`src/rtl/gpr_file_if.sv`:
```
// Register-file port bundle: one one-hot write port, two binary-addressed read ports, sticky select error.
interface gpr_file_if #(
   parameter int DATA_W = 16,
   parameter int NREG   = 16,
   parameter int ADDR_W = 4
);
   logic              we;
   logic [NREG-1:0]   wr_sel;
   logic [DATA_W-1:0] wr_data;
   logic [ADDR_W-1:0] rd_addr_a;
   logic [ADDR_W-1:0] rd_addr_b;
   logic [DATA_W-1:0] rd_data_a;
   logic [DATA_W-1:0] rd_data_b;
   logic              sel_err;

   modport master (
      output we, wr_sel, wr_data, rd_addr_a, rd_addr_b,
      input  rd_data_a, rd_data_b, sel_err
   );

   modport slave (
      input  we, wr_sel, wr_data, rd_addr_a, rd_addr_b,
      output rd_data_a, rd_data_b, sel_err
   );
endinterface

```
`src/rtl/gpr_file.sv`:
```
// General-purpose register file: one-hot write select, two registered read ports with
// write-first bypass, and a sticky flag for malformed write selects.
module gpr_file #(
   parameter int DATA_W = 16,
   parameter int NREG   = 16,
   parameter int ADDR_W = 4
) (
   input  logic       clk,
   input  logic       rst,
   gpr_file_if.slave  bus
);

   logic [DATA_W-1:0] regs [NREG];
   logic              sel_onehot;
   logic              wr_ok;
   logic [ADDR_W-1:0] wr_idx;
   logic              byp_a;
   logic              byp_b;

   // Exactly one bit set: non-zero and clearing the lowest set bit leaves nothing.
   assign sel_onehot = (bus.wr_sel != '0) &&
                       ((bus.wr_sel & (bus.wr_sel - NREG'(1))) == '0);
   assign wr_ok      = bus.we && sel_onehot;

   always_comb begin
      wr_idx = '0;
      for (int i = 0; i < NREG; i++) begin
         if (bus.wr_sel[i]) wr_idx = ADDR_W'(i);
      end
   end

   assign byp_a = wr_ok && (wr_idx == bus.rd_addr_a);
   assign byp_b = wr_ok && (wr_idx == bus.rd_addr_b);

   always_ff @(posedge clk) begin
      if (rst) begin
         for (int i = 0; i < NREG; i++) regs[i] <= '0;
      end else if (wr_ok) begin
         regs[wr_idx] <= bus.wr_data;
      end
   end

   always_ff @(posedge clk) begin
      if (rst) begin
         bus.rd_data_a <= '0;
         bus.rd_data_b <= '0;
         bus.sel_err   <= 1'b0;
      end else begin
         bus.rd_data_a <= byp_a ? bus.wr_data : regs[bus.rd_addr_a];
         bus.rd_data_b <= byp_b ? bus.wr_data : regs[bus.rd_addr_b];
         if (bus.we && !sel_onehot) bus.sel_err <= 1'b1;
      end
   end

endmodule

```
`src/flat_wrapper.sv`:
```
// flat-port wrapper written by rule: the top's interface ports become plain ports
module gpr_file_flat 
#(
   parameter int DATA_W = 16,
   parameter int NREG   = 16,
   parameter int ADDR_W = 4
)
  (clk, rst, bus_we, bus_wr_sel, bus_wr_data, bus_rd_addr_a, bus_rd_addr_b, bus_rd_data_a, bus_rd_data_b, bus_sel_err);
  gpr_file_if #(.DATA_W(DATA_W), .NREG(NREG), .ADDR_W(ADDR_W)) bus_i ();
  input  logic clk;
  input  logic rst;
  input wire logic [$bits(bus_i.we)-1:0] bus_we;
  input wire logic [$bits(bus_i.wr_sel)-1:0] bus_wr_sel;
  input wire logic [$bits(bus_i.wr_data)-1:0] bus_wr_data;
  input wire logic [$bits(bus_i.rd_addr_a)-1:0] bus_rd_addr_a;
  input wire logic [$bits(bus_i.rd_addr_b)-1:0] bus_rd_addr_b;
  output wire logic [$bits(bus_i.rd_data_a)-1:0] bus_rd_data_a;
  output wire logic [$bits(bus_i.rd_data_b)-1:0] bus_rd_data_b;
  output wire logic [$bits(bus_i.sel_err)-1:0] bus_sel_err;
  assign bus_i.we = bus_we;
  assign bus_i.wr_sel = bus_wr_sel;
  assign bus_i.wr_data = bus_wr_data;
  assign bus_i.rd_addr_a = bus_rd_addr_a;
  assign bus_i.rd_addr_b = bus_rd_addr_b;
  assign bus_rd_data_a = bus_i.rd_data_a;
  assign bus_rd_data_b = bus_i.rd_data_b;
  assign bus_sel_err = bus_i.sel_err;
  gpr_file #(.DATA_W(DATA_W), .NREG(NREG), .ADDR_W(ADDR_W)) u_core (.clk(clk), .rst(rst), .bus(bus_i));
endmodule
```
`config.mk`:
```
export PLATFORM = sky130hd
export DESIGN_NAME = gpr_file_flat
export DESIGN_NICKNAME = d
export VERILOG_FILES = /design/src/rtl/gpr_file_if.sv /design/src/rtl/gpr_file.sv /design/src/flat_wrapper.sv
export SDC_FILE = /design/constraint.sdc
export NUM_CORES = 1
export LEC_CHECK = 0
export CORE_ASPECT_RATIO = 1.75
export CORE_MARGIN = 8
export CORE_UTILIZATION = 60
export DETAILED_ROUTE_END_ITERATION = 10
export PLACE_DENSITY = 0.84
export SYNTH_ARGS = -nofsm -noshare
export SYNTH_HDL_FRONTEND = slang
export SYNTH_SLANG_ARGS = --single-unit
export TNS_END_PERCENT = 10
```
`constraint.sdc`:
```
create_clock -name clk -period 12.9 [get_ports clk]
set_clock_uncertainty 0.1 [all_clocks]
set_input_delay 3.225 -clock clk [delete_from_list [all_inputs] [get_ports clk]]
set_output_delay 3.225 -clock clk [all_outputs]
set_load 0.02 [all_outputs]
```
==> impl_metrics.py <==
metrics = {
    "critical_path": {
        "crit_slowest_cell": "o21bai_2",
        "end_kind": "register",
        "cp_slowest_stage_delay_ps": 930,
        "worstPathMaxFanout": 17,
        "arrival_ps": 7100,
        "crit_required_ps": 12960,
        "critical_path_class": "input port to register",
        "critical_path.cell_chain": "clkdlybuf4s50_1 -> nor4_1 -> a31oi_1 -> nor4_4 -> and2_1 -> o2111ai_2 -> o21bai_2",
        "start_kind": "input port",
    },
    "routing": {
        "ant_nets": 0,
        "wl_per_cell_microns": 30.3,
        "wirelength_microns": 41900,
        "dr.pass1.iters": 5,
        "drt_iter0_markers": 1341,
        "post_drt_via_cell_ratio": 7.24,
        "drc": 0,
        "vias": 10000,
    },
    "clocking": {
        "cts_setup_buffers": 0,
        "cts.sinks": 289,
        "clk_latency_ps": 540,
        "cts.path.max_buffers": 3,
        "clockRootBuffer": "clkbuf_16",
        "htreeDepth": 1,
        "cts_tree": "done",
        "numCtsBuffers": 24,
        "hold_buffers": 0,
        "cts_resized": 0,
        "clk_pin_slew_ps": 70,
    },
    "cells_and_area": {
        "fin_nets": 1098,
        "drive_gt1_share_pct": 23.7,
        "syn2layout_area_growth_pct": 12.2,
        "fillers": 1558,
    },
    "global_routing": {
        "antenna_found_initial": 1,
        "grt_pass1_wl_microns": 62900,
        "grt_pass1_vias": 10300,
        "grt-ovfl-total": 0,
        "grt_max_degree": 67,
        "grt.total_usage_pct": 27.7,
    },
    "floorplanning": {
        "start_util_pct": 60.9,
        "fp.dieH_microns": 225,
        "die_x_microns": 135,
        "num_rows": 76,
        "die-area_sq_um": 30400,
        "pin_count": 76,
        "core-area_sq_um": 24500,
    },
    "sta": {
        "tns_ps": 0,
        "slew_violations": 0,
        "worst_slew_pin_slew_ps": 1080,
        "fin_ws_ps": 5850,
        "period_minus_slack_ps": 7050,
        "rsz0062_at_grt": "no",
        "fmax_mhz": 142,
        "final-hold-violation-count": 0,
        "timing.final.crit_share_pct": 54.6,
        "slew_headroom_pct": 28.1,
        "report.final.setup_viol": 0,
    },
    "logic_synthesis": {
        "synth-seq-cells": 289,
        "syn_inst": 1029,
        "synthArstFlopShare_pct": 0,
        "ys.flop_type": "edfxtp_1",
        "synth_area_sq_um": 14900,
        "synth_edf_count": 256,
        "synth_top_area_cell": "edfxtp_1",
        "synth_seq_area_share_pct": 55.9,
        "synthTopCellsByCount": "275 x nor2_1, 256 x edfxtp_1, 153 x mux4_2",
        "synth_warnings": 0,
        "post-synth-top-count-cell": "nor2_1",
        "synth_top_area_share_pct": 51.5,
        "syn_nets": 1072,
        "ys_top_cells_by_area": "edfxtp_1 51%, mux4_2 23%, nor2_1 6.9%",
        "synth.distinct_cells": 55,
        "synth.avg_cell_area_sq_um": 14.5,
    },
    "outcome": {
        "status": "finished, final reports clean",
    },
    "power_and_ir_drop": {
        "netSwitchingFraction_pct": 23.2,
        "p_per_area_nw_per_um2": 132,
        "leakage_nw": 5.36,
        "pwr-share-seq_pct": 49.7,
        "power_frac_comb_pct": 12.1,
        "p_int_mw": 1.71,
        "vdd_drop_max_mv": 0.0911,
        "switching_power_uw": 514,
        "clkPwrFrac_pct": 38.2,
        "power.total_mw": 2.22,
    },
    "worst_hold_path": {
        "hp-class": "register to register",
    },
    "place": {
        "gp_congestion": 0.921,
        "port_buffers": 75,
        "dp_worst_setup_slack_ps": 5400,
        "hpwlAfterDp_microns": 28100,
    },
    "job": {
        "cap_violations": 0,
    },
}
-- sequential cells by signal, indices dropped and copies added (netlist names) --
name                  count
u_core.bus.rd_data_a     16
u_core.bus.rd_data_b     16
u_core.regs             256
u_core.bus.sel_err        1
-- metrics by stage --
step	utilization, %	cell area, sq um	hold slack, ps	std cells
after detailed placement	64.6	15900	372	1341
final	68.3	16800	389	1384
after CTS	68.3	16800	398	1383
after global placement	64.6	15900	384	1341
after global routing	68.3	16800	455	1383
after floorplan	-	14900	470	1029
-- power by group through the flow --
| stage | registers (mW) | clock network [mW] | logic (mW) |
|---|---|---|---|
| floorplan | 1.12 | 0 | 0.165 |
| global placement | 1.12 | 0 | 0.255 |
| detailed placement | 1.12 | 0 | 0.263 |
| CTS | 1.10 | 0.842 | 0.266 |
| global route | 1.11 | 0.874 | 0.280 |
| finish | 1.10 | 0.848 | 0.268 |
-- worst paths after layout --
kind	from	end	slack [ps]	cells after the start
worst min register to register	u_core.bus.sel_err$_SDFFE_PP0P_	u_core.bus.sel_err$_SDFFE_PP0P_	390	2
worst max register to register	u_core.regs[14][14]$_SDFFCE_PN0P_	u_core.bus.rd_data_b[14]$_SDFF_PP0_	10760	4
worst min-delay path	u_core.bus.sel_err$_SDFFE_PP0P_	u_core.bus.sel_err$_SDFFE_PP0P_	390	2
worst max-delay path	bus_wr_sel[9]	u_core.regs[2][10]$_SDFFCE_PN0P_	5850	7
-- layout by cell type, fill, tap and decap left out, drive strengths merged, types with 7 or more instances in the layout --
cell type      Yosys  layout
or2b              16      16
clkbuf            69      28
edfxtp           256     256
nand2b            24      24
a21oi              7       7
mux2i             26      26
dfxtp             33      33
o21bai            13      13
mux4             160     160
nor2b             11      11
buf               23      22
nor4               7       7
bufinv             0       7
nor3               9       9
nor2             276     276
clkdlybuf4s50      0      70
nand2             33      33
o21ai              7       7
-- per-layer routing --
layer | up-vias | GRT usage, % | wire (microns)
li1 | 3990 | - | -
met1 | 4962 | 31.7 | 13300
met2 | 894 | 47.3 | 21800
met3 | 176 | 5.12 | 4240
met4 | 0 | 16.8 | 2530
met5 | - | 0 | 0
-- logic make-up (layout without fill, tap and decap cells) --
logic type                count (synthesis)  count (layout)  synth area share [%]
and+or+nand+nor                         395             395                  12.0
DFF                                     289             289                  55.9
muxes                                   192             192                  26.6
buffers and inverters                    97             139                  2.75
AOI/OAI and AO/OA                        53              53                  2.63
xor gates and xnor gates                  3               3                 0.176
other                                     0               1                     0
-- layout make-up --
type                    count  area [sq um]  share of cell area, %
inverters                   5          18.8                  0.112
well taps                 312           390                   2.33
diodes                      1          2.50                 0.0149
multi-input cells         643          6240                   37.2
clock buffers              28           647                   3.86
repair buffers             92           858                   5.12
flip-flops and latches    289          8350                   49.8
clock inverters            14           262                   1.56
-- worst max-delay path: cells and delay by family --
family / cells / cell delay (ps)
simple gates: 3 / 1540
compound gates: 3 / 1780
buf+inv: 1 / 540
Power figures use the tool's default switching activity.
